## config.mk

```make
export PLATFORM = sky130hd
export DESIGN_NAME = display_arbiter
export DESIGN_NICKNAME = d
export VERILOG_FILES = /design/src/rtl/display_arbiter.sv
export SDC_FILE = /design/constraint.sdc
export NUM_CORES = 1
export LEC_CHECK = 0
export ABC_AREA = 1
export CAP_MARGIN = 5
export CORE_ASPECT_RATIO = 0.5
export CORE_MARGIN = 2
export CORE_UTILIZATION = 32
export CTS_BUF_LIST = sky130_fd_sc_hd__clkbuf_4 sky130_fd_sc_hd__clkbuf_8
export DETAILED_ROUTE_END_ITERATION = 7
export SETUP_SLACK_MARGIN = 0.15
export SLEW_MARGIN = 20
export SYNTH_ARGS = -nofsm -noshare
export SYNTH_HDL_FRONTEND = slang
export SYNTH_SLANG_ARGS = --single-unit
```

## constraint.sdc

```tcl
create_clock -name clk -period 2.3 [get_ports clk]
set_clock_uncertainty 0.05 [all_clocks]
set_input_delay 0.46 -clock clk [delete_from_list [all_inputs] [get_ports clk]]
set_output_delay 0.46 -clock clk [all_outputs]
set_load 0.05 [all_outputs]
```

## src/rtl/display_arbiter.sv

```systemverilog
// Round-robin owner of the shared 4-digit display: grants one of three sources,
// holds the grant for HOLD_CYCLES edges and tracks the owner's value, clamped to 9999.
module display_arbiter #(
   parameter int HOLD_CYCLES = 2**24-1
) (
   input  logic        clk,
   input  logic        reset,
   input  logic [2:0]  req,
   input  logic [13:0] value0,
   input  logic [13:0] value1,
   input  logic [13:0] value2,
   output logic [13:0] to_display_nr,
   output logic        overflow,
   output logic [1:0]  active_src,
   output logic [2:0]  ack,
   output logic        owned
);

   localparam int CW = $clog2(HOLD_CYCLES + 1);
   localparam logic [13:0] MAX_NR = 14'd9999;

   typedef enum logic {IDLE, HOLD} state_t;

   state_t        state_q, state_d;
   logic [CW-1:0] cnt_q, cnt_d;
   logic [1:0]    last_q, last_d;
   logic [13:0]   disp_q, disp_d;
   logic          ovf_q, ovf_d;
   logic [1:0]    src_q, src_d;
   logic [2:0]    ack_q, ack_d;
   logic          owned_q, owned_d;

   logic          grant;
   logic [1:0]    gidx;
   logic [13:0]   owner_val;
   logic [13:0]   grant_val;
   logic [3:0]    req_ext;

   function automatic logic [13:0] sel_value(input logic [1:0] idx, input logic [13:0] v0,
                                             input logic [13:0] v1, input logic [13:0] v2);
      case (idx)
         2'd0:    sel_value = v0;
         2'd1:    sel_value = v1;
         default: sel_value = v2;
      endcase
   endfunction

   function automatic logic [13:0] clamp(input logic [13:0] v);
      clamp = (v > MAX_NR) ? MAX_NR : v;
   endfunction

   // Scan from lowest to highest priority so the first requester after 'last' wins.
   function automatic logic [1:0] rr_pick(input logic [2:0] r, input logic [1:0] last);
      logic [1:0] pick;
      int         t;
      pick = last;
      for (int k = 3; k >= 1; k--) begin
         t = (int'(last) + k) % 3;
         if (r[t[1:0]]) pick = t[1:0];
      end
      return pick;
   endfunction

   assign req_ext   = {1'b0, req};
   assign gidx      = rr_pick(req, last_q);
   assign owner_val = sel_value(src_q, value0, value1, value2);
   assign grant_val = sel_value(gidx, value0, value1, value2);

   always_comb begin
      state_d = state_q;
      cnt_d   = cnt_q;
      last_d  = last_q;
      disp_d  = disp_q;
      ovf_d   = ovf_q;
      src_d   = src_q;
      ack_d   = 3'b000;
      owned_d = owned_q;
      grant   = 1'b0;

      case (state_q)
         IDLE: grant = |req;
         HOLD: begin
            if (cnt_q == CW'(1)) begin
               if (|req) begin
                  grant = 1'b1;
               end else begin
                  state_d = IDLE;
                  owned_d = 1'b0;
               end
            end else begin
               cnt_d = cnt_q - CW'(1);
               if (req_ext[src_q]) begin
                  disp_d = clamp(owner_val);
                  ovf_d  = (owner_val > MAX_NR);
               end
            end
         end
         default: state_d = IDLE;
      endcase

      if (grant) begin
         state_d = HOLD;
         cnt_d   = CW'(HOLD_CYCLES);
         last_d  = gidx;
         src_d   = gidx;
         ack_d   = 3'b001 << gidx;
         owned_d = 1'b1;
         disp_d  = clamp(grant_val);
         ovf_d   = (grant_val > MAX_NR);
      end
   end

   // Last pointer resets to 2 so source 0 is first in line after reset.
   always_ff @(posedge clk or negedge reset) begin
      if (!reset) begin
         state_q <= IDLE;
         cnt_q   <= '0;
         last_q  <= 2'd2;
         disp_q  <= '0;
         ovf_q   <= 1'b0;
         src_q   <= 2'd0;
         ack_q   <= 3'b000;
         owned_q <= 1'b0;
      end else begin
         state_q <= state_d;
         cnt_q   <= cnt_d;
         last_q  <= last_d;
         disp_q  <= disp_d;
         ovf_q   <= ovf_d;
         src_q   <= src_d;
         ack_q   <= ack_d;
         owned_q <= owned_d;
      end
   end

   assign to_display_nr = disp_q;
   assign overflow      = ovf_q;
   assign active_src    = src_q;
   assign ack           = ack_q;
   assign owned         = owned_q;

endmodule

```

==> results_dict.tcl <==
set metrics [dict create \
    internal_power_w 0.001888 \
    post_synth_fa_ha_maj_area_fraction_pct 1.971 \
    p_seq_share_pct 31.6 \
    clockBufferDepth 2 \
    timing.final.max_slew_violations 0 \
    fin_ws_ps -363.2 \
    insertedDiodeCount 0 \
    final-instance-count-excl-fill 760 \
    cts_root_buffer "sky130_fd_sc_hd__clkbuf_8" \
    antenna_found_initial 0 \
    leakage_nw 2.285 \
    grt_remaining_overflow 0 \
    grt_setup_unrepaired "true" \
    place.gp.congestion 0.8805 \
    htreeDepth 2 \
    grt.total_usage_pct 20.61 \
    clk_pin_slew_ps 100 \
    initial_core_util_pct 33.27 \
    synth_top_family_by_area "simple AND/OR/NAND/NOR gates" \
    layout-drive-gt1-share_pct 30.24 \
    hp-class "in2async" \
    hpwl_um 7899 \
    synth_mux_area_share_pct 0 \
    port_buffers 67 \
    synth-seq-cells 47 \
    drt-vias-per-instance 4.895 \
    synth_cells 463 \
    vias 3720 \
    final-setup-viol-count 15 \
    worstSetupStartpointType "register" \
    final_hold_viol_count 0 \
    ys.warnings.count 0 \
    clock_latency_ps 320 \
    irDropWorstVdd_mv 0.2553 \
    power.density_nw_per_um2 613.2 \
    critPathArrivalTime_ps 2820 \
    pwr-share-clk_pct 20.2 \
    final_util_pct 53.82 \
    synth.cell_area_sq_um 3174 \
    drt_iter0_drc 305 \
    placed_cells_incl_taps 741 \
    fill_cells 918 \
    achievable-frequency_ghz 0.3755 \
    routedWlPerCell_um 14.11 \
    outcome "complete, but fails checks" \
    io_pins 68 \
    netSwitchingPower_w 0.001261 \
    syn_nets 515 \
    drt_wl_total_um 10720 \
    postRouteAntennaNets 0 \
    setup.worst_path.class "reg2reg" \
    failed_checks "negative setup slack" \
    nets 677 \
    end_kind "register" \
    period_needed_ps 2663 \
    die_y_um 74.43 \
    route.detailed.drc 0 \
    cts.sink_count 47 \
    worst-path-max-fanout 13 \
    grt_pass1_vias 3645 \
    dieArea_sq_um 10780 \
    floorplan.core_area_sq_um 9540 \
    yosys.area_share.simple_pct 33.19 \
    drt_pass1_iterations 4 \
    maximum_number_of_pins_on_one_net_before_global_route_repair 22 \
    synth_cell_types 38 \
    timing.final.crit_share_pct 115.8 \
    swShare_pct 40.05 \
    numCtsBuffers 5 \
    timing.critical_path.required_ps 2460 \
    yosys.area_share.xor_xnor_pct 0.2759 \
    num_rows 25 \
    area_growth_from_synthesis_to_layout_pct 61.77 \
    worstMarginPinSlew_ps 526.4 \
    maxSlewHeadroom_pct 64.80 \
    first_pass_grt_wire_length_um 17280 \
    synth-compound-area-share_pct 18.01 \
    fp.dieW_um 144.9 \
    tritoncts "yes" \
    max_cap_violations 0 \
    seq_area_frac_synth_pct 37.09 \
    avgSynthCellArea_sq_um 6.856 \
    comb_power_share_pct 48.2 \
]
[path summary, 6_finish.rpt]
check | start | slack, ps | depth (start not counted) | to
min in group clk | to_display_nr[1]$_DFFE_PN0P_ | 440 | 2 | to_display_nr[1]$_DFFE_PN0P_
worst max-delay path | last_q[1]$_DFFE_PN1P_ | -360 | 17 | to_display_nr[2]$_DFFE_PN0P_
worst max register to register | last_q[1]$_DFFE_PN1P_ | -360 | 17 | to_display_nr[2]$_DFFE_PN0P_
worst min-delay path | reset | 40 | 1 | to_display_nr[10]$_DFFE_PN0P_
max in group asynchronous | reset | 1510 | 2 | last_q[1]$_DFFE_PN1P_
worst min register to register | to_display_nr[1]$_DFFE_PN0P_ | 440 | 2 | to_display_nr[1]$_DFFE_PN0P_
[cell usage after synthesis]
master | n | area, sq um
sky130_fd_sc_hd__a21oi_1 | 35 | 175.2
sky130_fd_sc_hd__a21oi_2 | 2 | 17.52
sky130_fd_sc_hd__a221oi_1 | 1 | 8.760
sky130_fd_sc_hd__a22oi_1 | 5 | 37.54
sky130_fd_sc_hd__buf_2 | 1 | 5.000
sky130_fd_sc_hd__buf_4 | 2 | 15.01
sky130_fd_sc_hd__buf_6 | 2 | 22.52
sky130_fd_sc_hd__clkbuf_1 | 5 | 18.77
sky130_fd_sc_hd__clkinv_1 | 1 | 3.750
sky130_fd_sc_hd__dfrtp_1 | 46 | 1151
sky130_fd_sc_hd__dfstp_2 | 1 | 26.28
sky130_fd_sc_hd__ha_1 | 5 | 62.56
sky130_fd_sc_hd__inv_1 | 57 | 214.0
sky130_fd_sc_hd__inv_2 | 4 | 15.01
sky130_fd_sc_hd__inv_4 | 1 | 6.260
sky130_fd_sc_hd__nand2_1 | 117 | 439.2
sky130_fd_sc_hd__nand2_2 | 4 | 25.02
sky130_fd_sc_hd__nand2_4 | 4 | 45.04
sky130_fd_sc_hd__nand3_1 | 27 | 135.1
sky130_fd_sc_hd__nand3b_1 | 1 | 7.510
sky130_fd_sc_hd__nand4_1 | 9 | 56.30
sky130_fd_sc_hd__nor2_1 | 54 | 202.7
sky130_fd_sc_hd__nor2_2 | 4 | 25.02
sky130_fd_sc_hd__nor3_1 | 14 | 70.07
sky130_fd_sc_hd__nor3_2 | 1 | 10.01
sky130_fd_sc_hd__nor4_1 | 3 | 18.77
sky130_fd_sc_hd__o211ai_1 | 5 | 37.54
sky130_fd_sc_hd__o21a_1 | 4 | 30.03
sky130_fd_sc_hd__o21ai_0 | 27 | 135.1
sky130_fd_sc_hd__o21ai_1 | 2 | 10.01
sky130_fd_sc_hd__o21ai_2 | 1 | 8.760
sky130_fd_sc_hd__o221ai_1 | 8 | 70.07
sky130_fd_sc_hd__o22a_1 | 1 | 8.760
sky130_fd_sc_hd__o22ai_1 | 4 | 25.02
sky130_fd_sc_hd__o31ai_1 | 1 | 7.510
sky130_fd_sc_hd__or2_1 | 1 | 6.260
sky130_fd_sc_hd__or2_2 | 2 | 12.51
sky130_fd_sc_hd__xor2_1 | 1 | 8.760
[area by class of cell]
| cell class | instances | area [sq um] | share of cell area (%) |
|---|---|---|---|
| clock inverter | 2 | 37.54 | 0.7310 |
| multi-input combinational | 345 | 1998 | 38.91 |
| tap | 135 | 168.9 | 3.289 |
| timing repair buffer | 163 | 1434 | 27.92 |
| inverter | 63 | 249.0 | 4.849 |
| clock buffer | 5 | 68.82 | 1.340 |
| sequential | 47 | 1179 | 22.95 |
[per-stage QoR]
stage	setup TNS, ps	setup slack (ps)	area [sq um]	hold WS [ps]	total power, W
6_report	-4723	-363.2	5135	40.17	0.003149
5_1_grt	-7148	-533.4	5135	68.96	0.003313
4_1_cts	-3747	-283.3	4940	55.34	0.003063
3_5_place_dp	-12700	-648.9	4648	401.8	0.002347
3_3_place_gp	-11540	-563.0	4648	399.3	0.002343
2_1_floorplan	-491.1	-65.84	3204	114.4	0.001740
[power groups by stage]
stage	Combinational [W]	Clock, W	Sequential [W]
2_1_floorplan	0.000495	0	0.00125
3_3_place_gp	0.00133	0	0.00101
3_5_place_dp	0.00134	0	0.00101
4_1_cts	0.00143	0.000641	0.000994
5_1_grt	0.00163	0.000676	0.00101
6_report	0.00152	0.000637	0.000994
[placed cells by master, fill, tap and decap left out, types with 3 or more instances in the layout]
| master | netlist | routed |
|---|---|---|
| sky130_fd_sc_hd__inv_4 | 1 | 3 |
| sky130_fd_sc_hd__dfrtp_1 | 46 | 45 |
| sky130_fd_sc_hd__buf_6 | 2 | 5 |
| sky130_fd_sc_hd__nand2_1 | 117 | 104 |
| sky130_fd_sc_hd__nand2_8 | 0 | 3 |
| sky130_fd_sc_hd__nor2_1 | 54 | 42 |
| sky130_fd_sc_hd__nand2_4 | 4 | 5 |
| sky130_fd_sc_hd__inv_2 | 4 | 9 |
| sky130_fd_sc_hd__inv_1 | 57 | 49 |
| sky130_fd_sc_hd__o22ai_1 | 4 | 3 |
| sky130_fd_sc_hd__o21ai_1 | 2 | 6 |
| sky130_fd_sc_hd__nor2_2 | 4 | 10 |
| sky130_fd_sc_hd__nand4_1 | 9 | 9 |
| sky130_fd_sc_hd__nor3_1 | 14 | 10 |
| sky130_fd_sc_hd__a21oi_2 | 2 | 8 |
| sky130_fd_sc_hd__a22oi_1 | 5 | 5 |
| sky130_fd_sc_hd__nand3_1 | 27 | 20 |
| sky130_fd_sc_hd__o21ai_0 | 27 | 22 |
| sky130_fd_sc_hd__buf_4 | 2 | 89 |
| sky130_fd_sc_hd__clkbuf_8 | 0 | 5 |
| sky130_fd_sc_hd__clkdlybuf4s50_1 | 0 | 63 |
| sky130_fd_sc_hd__nor2_4 | 0 | 6 |
| sky130_fd_sc_hd__o221ai_1 | 8 | 8 |
| sky130_fd_sc_hd__nand3_2 | 0 | 7 |
| sky130_fd_sc_hd__nor3_4 | 0 | 3 |
| sky130_fd_sc_hd__o21a_1 | 4 | 4 |
| sky130_fd_sc_hd__nor4_1 | 3 | 3 |
| sky130_fd_sc_hd__nand2_2 | 4 | 15 |
| sky130_fd_sc_hd__o211ai_1 | 5 | 5 |
| sky130_fd_sc_hd__a21oi_1 | 35 | 28 |
[cell families (layout without fill, tap and decap cells)]
family,Yosys count,after routing
flops,47,47
xor+xnor,1,1
compound gates,96,96
buf+inv,73,233
simple gates,241,243
fa+ha+maj,5,5
[repair_timing]
item	CTS	global route
setup endpoints to repair	22	35
resized for setup	37	45
cloned	1	1
hold buffers	0	0
setup buffers	5	5
pin swaps	11	15
[sequential cells by signal, summed over array words and instances, names as in the netlist]
signal	flops
owned	1
cnt_q	24
active_src	1
overflow	1
ack	3
to_display_nr	14
last_q	2
state_q	1
[routing by layer]
| layer | vias to the layer above | track usage, % | routed length [um] |
|---|---|---|---|
| li1 | 1868 | - | - |
| met4 | 0 | 6.149 | 187 |
| met5 | - | 0 | 0 |
| met1 | 1747 | 27.66 | 5066 |
| met2 | 86 | 34.28 | 5019 |
| met3 | 19 | 4.057 | 449 |
[critical path, cell delays in order, from the launching register on]
cell and delay, ps:
sky130_fd_sc_hd__dfstp_2 630, sky130_fd_sc_hd__ha_4 250, sky130_fd_sc_hd__inv_4 70, sky130_fd_sc_hd__nor2_2 40, sky130_fd_sc_hd__nor3_4 230, sky130_fd_sc_hd__inv_2 100
sky130_fd_sc_hd__nand2_4 110, sky130_fd_sc_hd__nand2_8 100, sky130_fd_sc_hd__nor2_4 150, sky130_fd_sc_hd__nand2_1 70, sky130_fd_sc_hd__o211ai_1 170, sky130_fd_sc_hd__nor2_4 80
sky130_fd_sc_hd__nand2_2 90, sky130_fd_sc_hd__nand2_4 110, sky130_fd_sc_hd__nand2_8 130, sky130_fd_sc_hd__nand2_1 60, sky130_fd_sc_hd__nand2_1 50, sky130_fd_sc_hd__nand2_1 60
(Power assumes the default switching activity.)
